File: src/rtl/rob_commit_unit_if.sv
// Signal bundle between dispatch/execute/register-file logic and rob_commit_unit.
// Names match the headTailROB-facing ports so the wiring reads one-to-one.
interface rob_commit_unit_if #(
  parameter int ROBsize     = 8,
  parameter int addrSize    = $clog2(ROBsize),
  parameter int dataWidth   = 32,
  parameter int regAddrSize = 5
);
  // head/tail pointers from headTailROB
  logic [addrSize-1:0]    head_i;
  logic [addrSize-1:0]    tail_i;
  logic                   tailReset_i;

  // dispatch allocation
  logic                   alloc_i;
  logic [regAddrSize-1:0] allocDest_i;
  logic                   allocStall_o;
  logic [addrSize-1:0]    allocTag_o;

  // out-of-order completion by tag
  logic                   complete_i;
  logic [addrSize-1:0]    completeTag_i;
  logic [dataWidth-1:0]   completeData_i;

  // in-order commit to the register file
  logic                   commitValid_o;
  logic                   rfReady_i;
  logic [regAddrSize-1:0] commitDest_o;
  logic [dataWidth-1:0]   commitData_o;
  logic [addrSize-1:0]    commitTag_o;
  logic                   updateHead_o;

  logic [addrSize:0]      count_o;

  modport slave (
    input  head_i, tail_i, tailReset_i,
    input  alloc_i, allocDest_i,
    output allocStall_o, allocTag_o,
    input  complete_i, completeTag_i, completeData_i,
    output commitValid_o,
    input  rfReady_i,
    output commitDest_o, commitData_o, commitTag_o, updateHead_o,
    output count_o
  );

  modport master (
    output head_i, tail_i, tailReset_i,
    output alloc_i, allocDest_i,
    input  allocStall_o, allocTag_o,
    output complete_i, completeTag_i, completeData_i,
    input  commitValid_o,
    output rfReady_i,
    input  commitDest_o, commitData_o, commitTag_o, updateHead_o,
    input  count_o
  );
endinterface

File: src/rtl/rob_commit_unit.sv
// ROB entry payload store with in-order retire beside headTailROB.
// Define ROB_COMMIT_BYPASS_EN to let a completion at the head commit in the same cycle.
module rob_commit_unit #(
  parameter int ROBsize     = 8,
  parameter int addrSize    = $clog2(ROBsize),
  parameter int dataWidth   = 32,
  parameter int regAddrSize = 5
) (
  input logic              clk_i,
  input logic              reset_i,
  rob_commit_unit_if.slave rob
);

  localparam logic [addrSize:0] ROB_FULL = (addrSize+1)'(ROBsize);

  function automatic logic [addrSize-1:0] next_slot(input logic [addrSize-1:0] s);
    if (s == addrSize'(ROBsize-1)) return '0;
    return s + addrSize'(1);
  endfunction

  logic [ROBsize-1:0]     valid_q, valid_d;
  logic [ROBsize-1:0]     done_q, done_d;
  logic [regAddrSize-1:0] dest_q [ROBsize];
  logic [regAddrSize-1:0] dest_d [ROBsize];
  logic [dataWidth-1:0]   data_q [ROBsize];
  logic [dataWidth-1:0]   data_d [ROBsize];
  logic [addrSize:0]      count_q, count_d;

  logic                   alloc_stall;
  logic                   alloc_acc;
  logic [addrSize-1:0]    alloc_tag;
  logic                   comp_acc;
  logic                   bypass_hit;
  logic                   commit_valid;
  logic                   update_head;
  logic [dataWidth-1:0]   head_data;

  // Allocation: same stall term as headTailROB so both agree on acceptance.
  always_comb begin
    alloc_tag   = rob.tailReset_i ? next_slot(rob.tail_i) : '0;
    alloc_stall = rob.alloc_i & rob.tailReset_i & (next_slot(rob.tail_i) == rob.head_i);
    alloc_acc   = rob.alloc_i & ~alloc_stall;
  end

  // Only a live, not-yet-done slot may be completed; anything else is dropped.
  always_comb begin
    comp_acc = rob.complete_i & valid_q[rob.completeTag_i] & ~done_q[rob.completeTag_i];
  end

`ifdef ROB_COMMIT_BYPASS_EN
  always_comb begin
    bypass_hit = comp_acc & (rob.completeTag_i == rob.head_i);
  end
`else
  always_comb begin
    bypass_hit = 1'b0;
  end
`endif

  // Commit handshake: a transfer happens on any edge where commitValid_o and
  // rfReady_i are both 1; while valid is high without ready, all commit
  // outputs hold because the head entry and head_i cannot change.
  always_comb begin
    commit_valid = (valid_q[rob.head_i] & done_q[rob.head_i]) | bypass_hit;
    update_head  = commit_valid & rob.rfReady_i;
    head_data    = bypass_hit ? rob.completeData_i : data_q[rob.head_i];
  end

  // Entry state update: allocation, completion and retire always hit distinct
  // slots, except a bypassed head completion, where the retire clear wins.
  always_comb begin
    valid_d = valid_q;
    done_d  = done_q;
    dest_d  = dest_q;
    data_d  = data_q;
    if (alloc_acc) begin
      valid_d[alloc_tag] = 1'b1;
      done_d[alloc_tag]  = 1'b0;
      dest_d[alloc_tag]  = rob.allocDest_i;
    end
    if (comp_acc) begin
      done_d[rob.completeTag_i] = 1'b1;
      data_d[rob.completeTag_i] = rob.completeData_i;
    end
    if (update_head) begin
      valid_d[rob.head_i] = 1'b0;
      done_d[rob.head_i]  = 1'b0;
    end
  end

  always_comb begin
    count_d = count_q;
    if (alloc_acc && !update_head && (count_q < ROB_FULL)) begin
      count_d = count_q + (addrSize+1)'(1);
    end else if (!alloc_acc && update_head && (count_q != '0)) begin
      count_d = count_q - (addrSize+1)'(1);
    end
  end

  always_ff @(posedge clk_i) begin
    if (reset_i) begin
      valid_q <= '0;
      done_q  <= '0;
      count_q <= '0;
    end else begin
      valid_q <= valid_d;
      done_q  <= done_d;
      count_q <= count_d;
    end
  end

  // Payload is qualified by valid/done, so it needs no reset.
  always_ff @(posedge clk_i) begin
    dest_q <= dest_d;
    data_q <= data_d;
  end

  always_comb begin
    rob.allocStall_o  = alloc_stall;
    rob.allocTag_o    = alloc_tag;
    rob.commitValid_o = commit_valid;
    rob.updateHead_o  = update_head;
    rob.commitDest_o  = commit_valid ? dest_q[rob.head_i] : '0;
    rob.commitData_o  = commit_valid ? head_data : '0;
    rob.commitTag_o   = commit_valid ? rob.head_i : '0;
    rob.count_o       = count_q;
  end

endmodule

File: src/flat_wrapper.sv
// flat-port wrapper written by rule: the top's interface ports become plain ports
module rob_commit_unit_flat 
#(
  parameter int ROBsize     = 8,
  parameter int addrSize    = $clog2(ROBsize),
  parameter int dataWidth   = 32,
  parameter int regAddrSize = 5
)
  (clk_i, reset_i, rob_head_i, rob_tail_i, rob_tailReset_i, rob_alloc_i, rob_allocDest_i, rob_allocStall_o, rob_allocTag_o, rob_complete_i, rob_completeTag_i, rob_completeData_i, rob_commitValid_o, rob_rfReady_i, rob_commitDest_o, rob_commitData_o, rob_commitTag_o, rob_updateHead_o, rob_count_o);
  rob_commit_unit_if #(.ROBsize(ROBsize), .addrSize(addrSize), .dataWidth(dataWidth), .regAddrSize(regAddrSize)) rob_i ();
  input logic clk_i;
  input logic reset_i;
  input wire logic [$bits(rob_i.head_i)-1:0] rob_head_i;
  input wire logic [$bits(rob_i.tail_i)-1:0] rob_tail_i;
  input wire logic [$bits(rob_i.tailReset_i)-1:0] rob_tailReset_i;
  input wire logic [$bits(rob_i.alloc_i)-1:0] rob_alloc_i;
  input wire logic [$bits(rob_i.allocDest_i)-1:0] rob_allocDest_i;
  output wire logic [$bits(rob_i.allocStall_o)-1:0] rob_allocStall_o;
  output wire logic [$bits(rob_i.allocTag_o)-1:0] rob_allocTag_o;
  input wire logic [$bits(rob_i.complete_i)-1:0] rob_complete_i;
  input wire logic [$bits(rob_i.completeTag_i)-1:0] rob_completeTag_i;
  input wire logic [$bits(rob_i.completeData_i)-1:0] rob_completeData_i;
  output wire logic [$bits(rob_i.commitValid_o)-1:0] rob_commitValid_o;
  input wire logic [$bits(rob_i.rfReady_i)-1:0] rob_rfReady_i;
  output wire logic [$bits(rob_i.commitDest_o)-1:0] rob_commitDest_o;
  output wire logic [$bits(rob_i.commitData_o)-1:0] rob_commitData_o;
  output wire logic [$bits(rob_i.commitTag_o)-1:0] rob_commitTag_o;
  output wire logic [$bits(rob_i.updateHead_o)-1:0] rob_updateHead_o;
  output wire logic [$bits(rob_i.count_o)-1:0] rob_count_o;
  assign rob_i.head_i = rob_head_i;
  assign rob_i.tail_i = rob_tail_i;
  assign rob_i.tailReset_i = rob_tailReset_i;
  assign rob_i.alloc_i = rob_alloc_i;
  assign rob_i.allocDest_i = rob_allocDest_i;
  assign rob_allocStall_o = rob_i.allocStall_o;
  assign rob_allocTag_o = rob_i.allocTag_o;
  assign rob_i.complete_i = rob_complete_i;
  assign rob_i.completeTag_i = rob_completeTag_i;
  assign rob_i.completeData_i = rob_completeData_i;
  assign rob_commitValid_o = rob_i.commitValid_o;
  assign rob_i.rfReady_i = rob_rfReady_i;
  assign rob_commitDest_o = rob_i.commitDest_o;
  assign rob_commitData_o = rob_i.commitData_o;
  assign rob_commitTag_o = rob_i.commitTag_o;
  assign rob_updateHead_o = rob_i.updateHead_o;
  assign rob_count_o = rob_i.count_o;
  rob_commit_unit #(.ROBsize(ROBsize), .addrSize(addrSize), .dataWidth(dataWidth), .regAddrSize(regAddrSize)) u_core (.clk_i(clk_i), .reset_i(reset_i), .rob(rob_i));
endmodule
File: config.mk
export PLATFORM = sky130hd
export DESIGN_NAME = rob_commit_unit_flat
export DESIGN_NICKNAME = d
export VERILOG_FILES = /design/src/rtl/rob_commit_unit_if.sv /design/src/rtl/rob_commit_unit.sv /design/src/flat_wrapper.sv
export SDC_FILE = /design/constraint.sdc
export NUM_CORES = 1
export LEC_CHECK = 0
export CAP_MARGIN = 0
export CORE_ASPECT_RATIO = 0.7
export CORE_UTILIZATION = 23
export DETAILED_ROUTE_END_ITERATION = 10
export MAX_ROUTING_LAYER = met4
export PLACE_DENSITY = 0.4
export SLEW_MARGIN = 40
export SYNTH_ARGS = -nofsm -noshare
export SYNTH_HDL_FRONTEND = slang
export SYNTH_SLANG_ARGS = --single-unit
File: constraint.sdc
create_clock -name clk_i -period 5.81 [get_ports clk_i]
set_input_delay 1.4525 -clock clk_i [delete_from_list [all_inputs] [get_ports clk_i]]
set_output_delay 1.4525 -clock clk_i [all_outputs]
set_load 0.02 [all_outputs]
==> metrics <==
run status=finished with violations; failing checks=DRC; input/output buffers=about 100; crit path kind=in -> out; fin crit period=5660 ps; area occupied by multi-input gates=between 0.002 and 0.0025 mm^2; die footprint=about 0.053 mm^2; synthesis-stage register bit count=between 300 and 400; LEAKAGE=about 5.0 nW; fin cells=between 1500 and 2000; Power Total=4.79 mW; CTS buffer count=31; setup_tns=0 ps; CP arrival=4210 ps; postcts setup bufs=0; vias per cell=between 4 and 5; vias in the first global route=approximately 7500; drt total wl=between 30 and 40 mm; Synth Cell Area=0.0119 mm^2; gpl congestion=0.747; Yosys cell types=58; Final period util=97.4%; total gr overflow=0; FFs w/ async S/R, synth=0%; worst slack at placement=-104 ps; Reg clk slew, reported paths=approximately 70 ps; H-tree Lvls=1; PnR worst setup slack=roughly 150 ps; WL/cell=around 23 um; pwr/cell area=315 mW/mm^2; clk_skew=19.7 ps; EDFF count, synth=about 300; DR vias=between 7000 and 8000; MaxCap Viol Count=0; first-pass GRT wire length=between 50 and 60 mm; Filler Cells Inserted=5068; synth top area cells=edfxtp_1 (74%), o22ai_1 (6.0%), dfxtp_1 (3.4%); critical-path cell list=clkdlybuf4s50_1 -> buf_4 -> nor2_1 -> nand2_2 -> buf_4 -> o22ai_1 -> or4_1 -> nor2_1 -> clkdlybuf4s50_1; placed cell count=1521; Hold Fails Final Rpt=0; maximum VDD drop=about 0.20 mV; top_reg_cell synth=edfxtp_1; Fmax=0.177 GHz; initial antenna violation count=3; worst slew pin tran=784 ps; Worst path slowest cell=clkdlybuf4s50_1; Max FO, Critical Path=13; hold_sp=u_core.done_q[5]; Critical Path Source=rob_head_i[0]; Mean Syn Cell Area=around 16 um^2; Area Growth Syn to Fin=27.2%; Die H=~190 um; Synth Instances=726; Synthesis Warnings=0; Antenna Nets Post-Route=0; Chip Width=274 um; CP endpoint kind=output port; Max Buffers Root-to-Sink=3; placed inst area=approximately 0.014 mm^2; Rel. slew slack=between 40% and 50%; min-delay worst type=reg -> reg; GRT Overall Usage=roughly 14%; required time of the critical path=between 4000 and 5000 ps; number of cell rows=between 60 and 70; Initial DRC Count=a little under 500; Worst-Skew Late Latency=about 580 ps; starting density of the core=a little under a quarter; commonest non-fill, non-tap cell in the layout=edfxtp_1; Largest stage delay, worst path=~620 ps; IO Pins=a little over 100; HPWL Detailed=22.7 mm; Storage cell area=0.00929 mm^2; CTS tree=built; fin util=just under 30%; largest net degree at the start of global routing=34; sequential-to-total area share from yosys stat=~78%; most frequent cells in the layout=edfxtp_1 (296), o22ai_1 (114), clkdlybuf4s50_1 (90); Yosys top cell area share=approximately 74%; final setup fails=0; Final Max Tran Viols=0; Finished Cell Area=0.0152 mm^2; # nets final=938; post-synth top area cell=edfxtp_1; RSZ-0062 raised after global routing=no; Core Area=just over 0.05 mm^2; # DRC=10; hold_ws=~490 ps; startpoint types=input pin; share of cells above drive strength 1=14.0%; Post-Syn Nets=~780; root buf cell=clkbuf_16; drt pass-1 iters=11; CTS Sinks=approximately 320; worst r2r src=u_core.done_q[2]
[cell usage after synthesis (all sizes together) (2+ instances only)]
cell    number
a211oi       4
o22ai      115
and3         3
mux2         2
dfxtp       20
edfxtp     296
nand3b       3
a31oi        3
inv         17
nand2b       3
o221ai      18
or3b         2
a21o         2
o21a        11
or2          2
nor2        35
a21oi        6
nor2b        7
nand3        7
or3          2
buf         35
clkbuf       6
o41ai        4
nor3         2
o22a        18
nor4        23
o211a        2
or4         20
a21boi       5
nand2       20
mux4         3
o21ai        4
xnor2        3
mux2i        6
ha           4
a41oi        2
[logic make-up (layout without fill, tap and decap cells)]
| kind of cell | count (synthesis) | after routing | share of synthesized area [%] |
|---|---|---|---|
| AND/OR/NAND/NOR | 133 | 133 | 6.18 |
| multiplexers | 11 | 11 | 1.26 |
| AO/OA/AOI/OAI | 200 | 200 | 11.8 |
| adder cells (fa/ha/maj) | 5 | 5 | 0.587 |
| XOR/XNOR | 3 | 3 | 0.220 |
| buffers and inverters | 58 | 237 | 2.22 |
| flip-flops | 316 | 316 | 77.8 |
| other | 0 | 3 | 0 |
[metal layers]
metal	wire [um]	global-route usage, %	up-vias
li1	-	-	3328
met1	18600	21.0	3814
met2	15700	20.5	156
met3	1510	2.41	35
met4	435	2.22	0
met5	0	-	-
[area by class of cell]
cell class,count,share of cell area [%]
diodes,3,0.0494
repair buffers,163,10.6
clock buffers,42,5.38
inverters,17,0.420
clock inverters,15,0.634
multi-input cells,352,16.2
flip-flops and latches,316,61.1
well taps,674,5.55
[what timing repair did]
action | CTS | global route
resized for setup | 3 | 12
hold buffers | 0 | 0
setup endpoints to repair | 3 | 11
[state kept, by name, indices dropped and copies added, names as in the netlist]
signal,cells
u_core.dest_q,40
u_core.valid_q,8
u_core.rob.count_o,4
u_core.data_q,256
u_core.done_q,8
[worst max-delay path, delay by kind of cell]
kind	cells	cell delay (ps)
AND/OR/NAND/NOR	4	1070
AO/OA/AOI/OAI	1	120
buffers and inverters	4	1540
[where the power goes]
group,leakage [nW],internal (mW),switching (mW)
Combinational,1.77,0.157,0.212
Sequential,2.83,2.52,0.0263
Clock,0.447,1.02,0.850
Total,5.04,3.70,1.09
[path summary, 6_finish.rpt]
path	to	slack (ps)	depth (start not counted)
hold reg to reg	u_core.done_q[5]	490	2
setup reg to reg	u_core.data_q[109]	2940	5
hold / removal	u_core.done_q[5]	490	2
setup / recovery	rob_commitData_o[27]	150	9
Note: power is estimated with default switching activity, not from simulation.
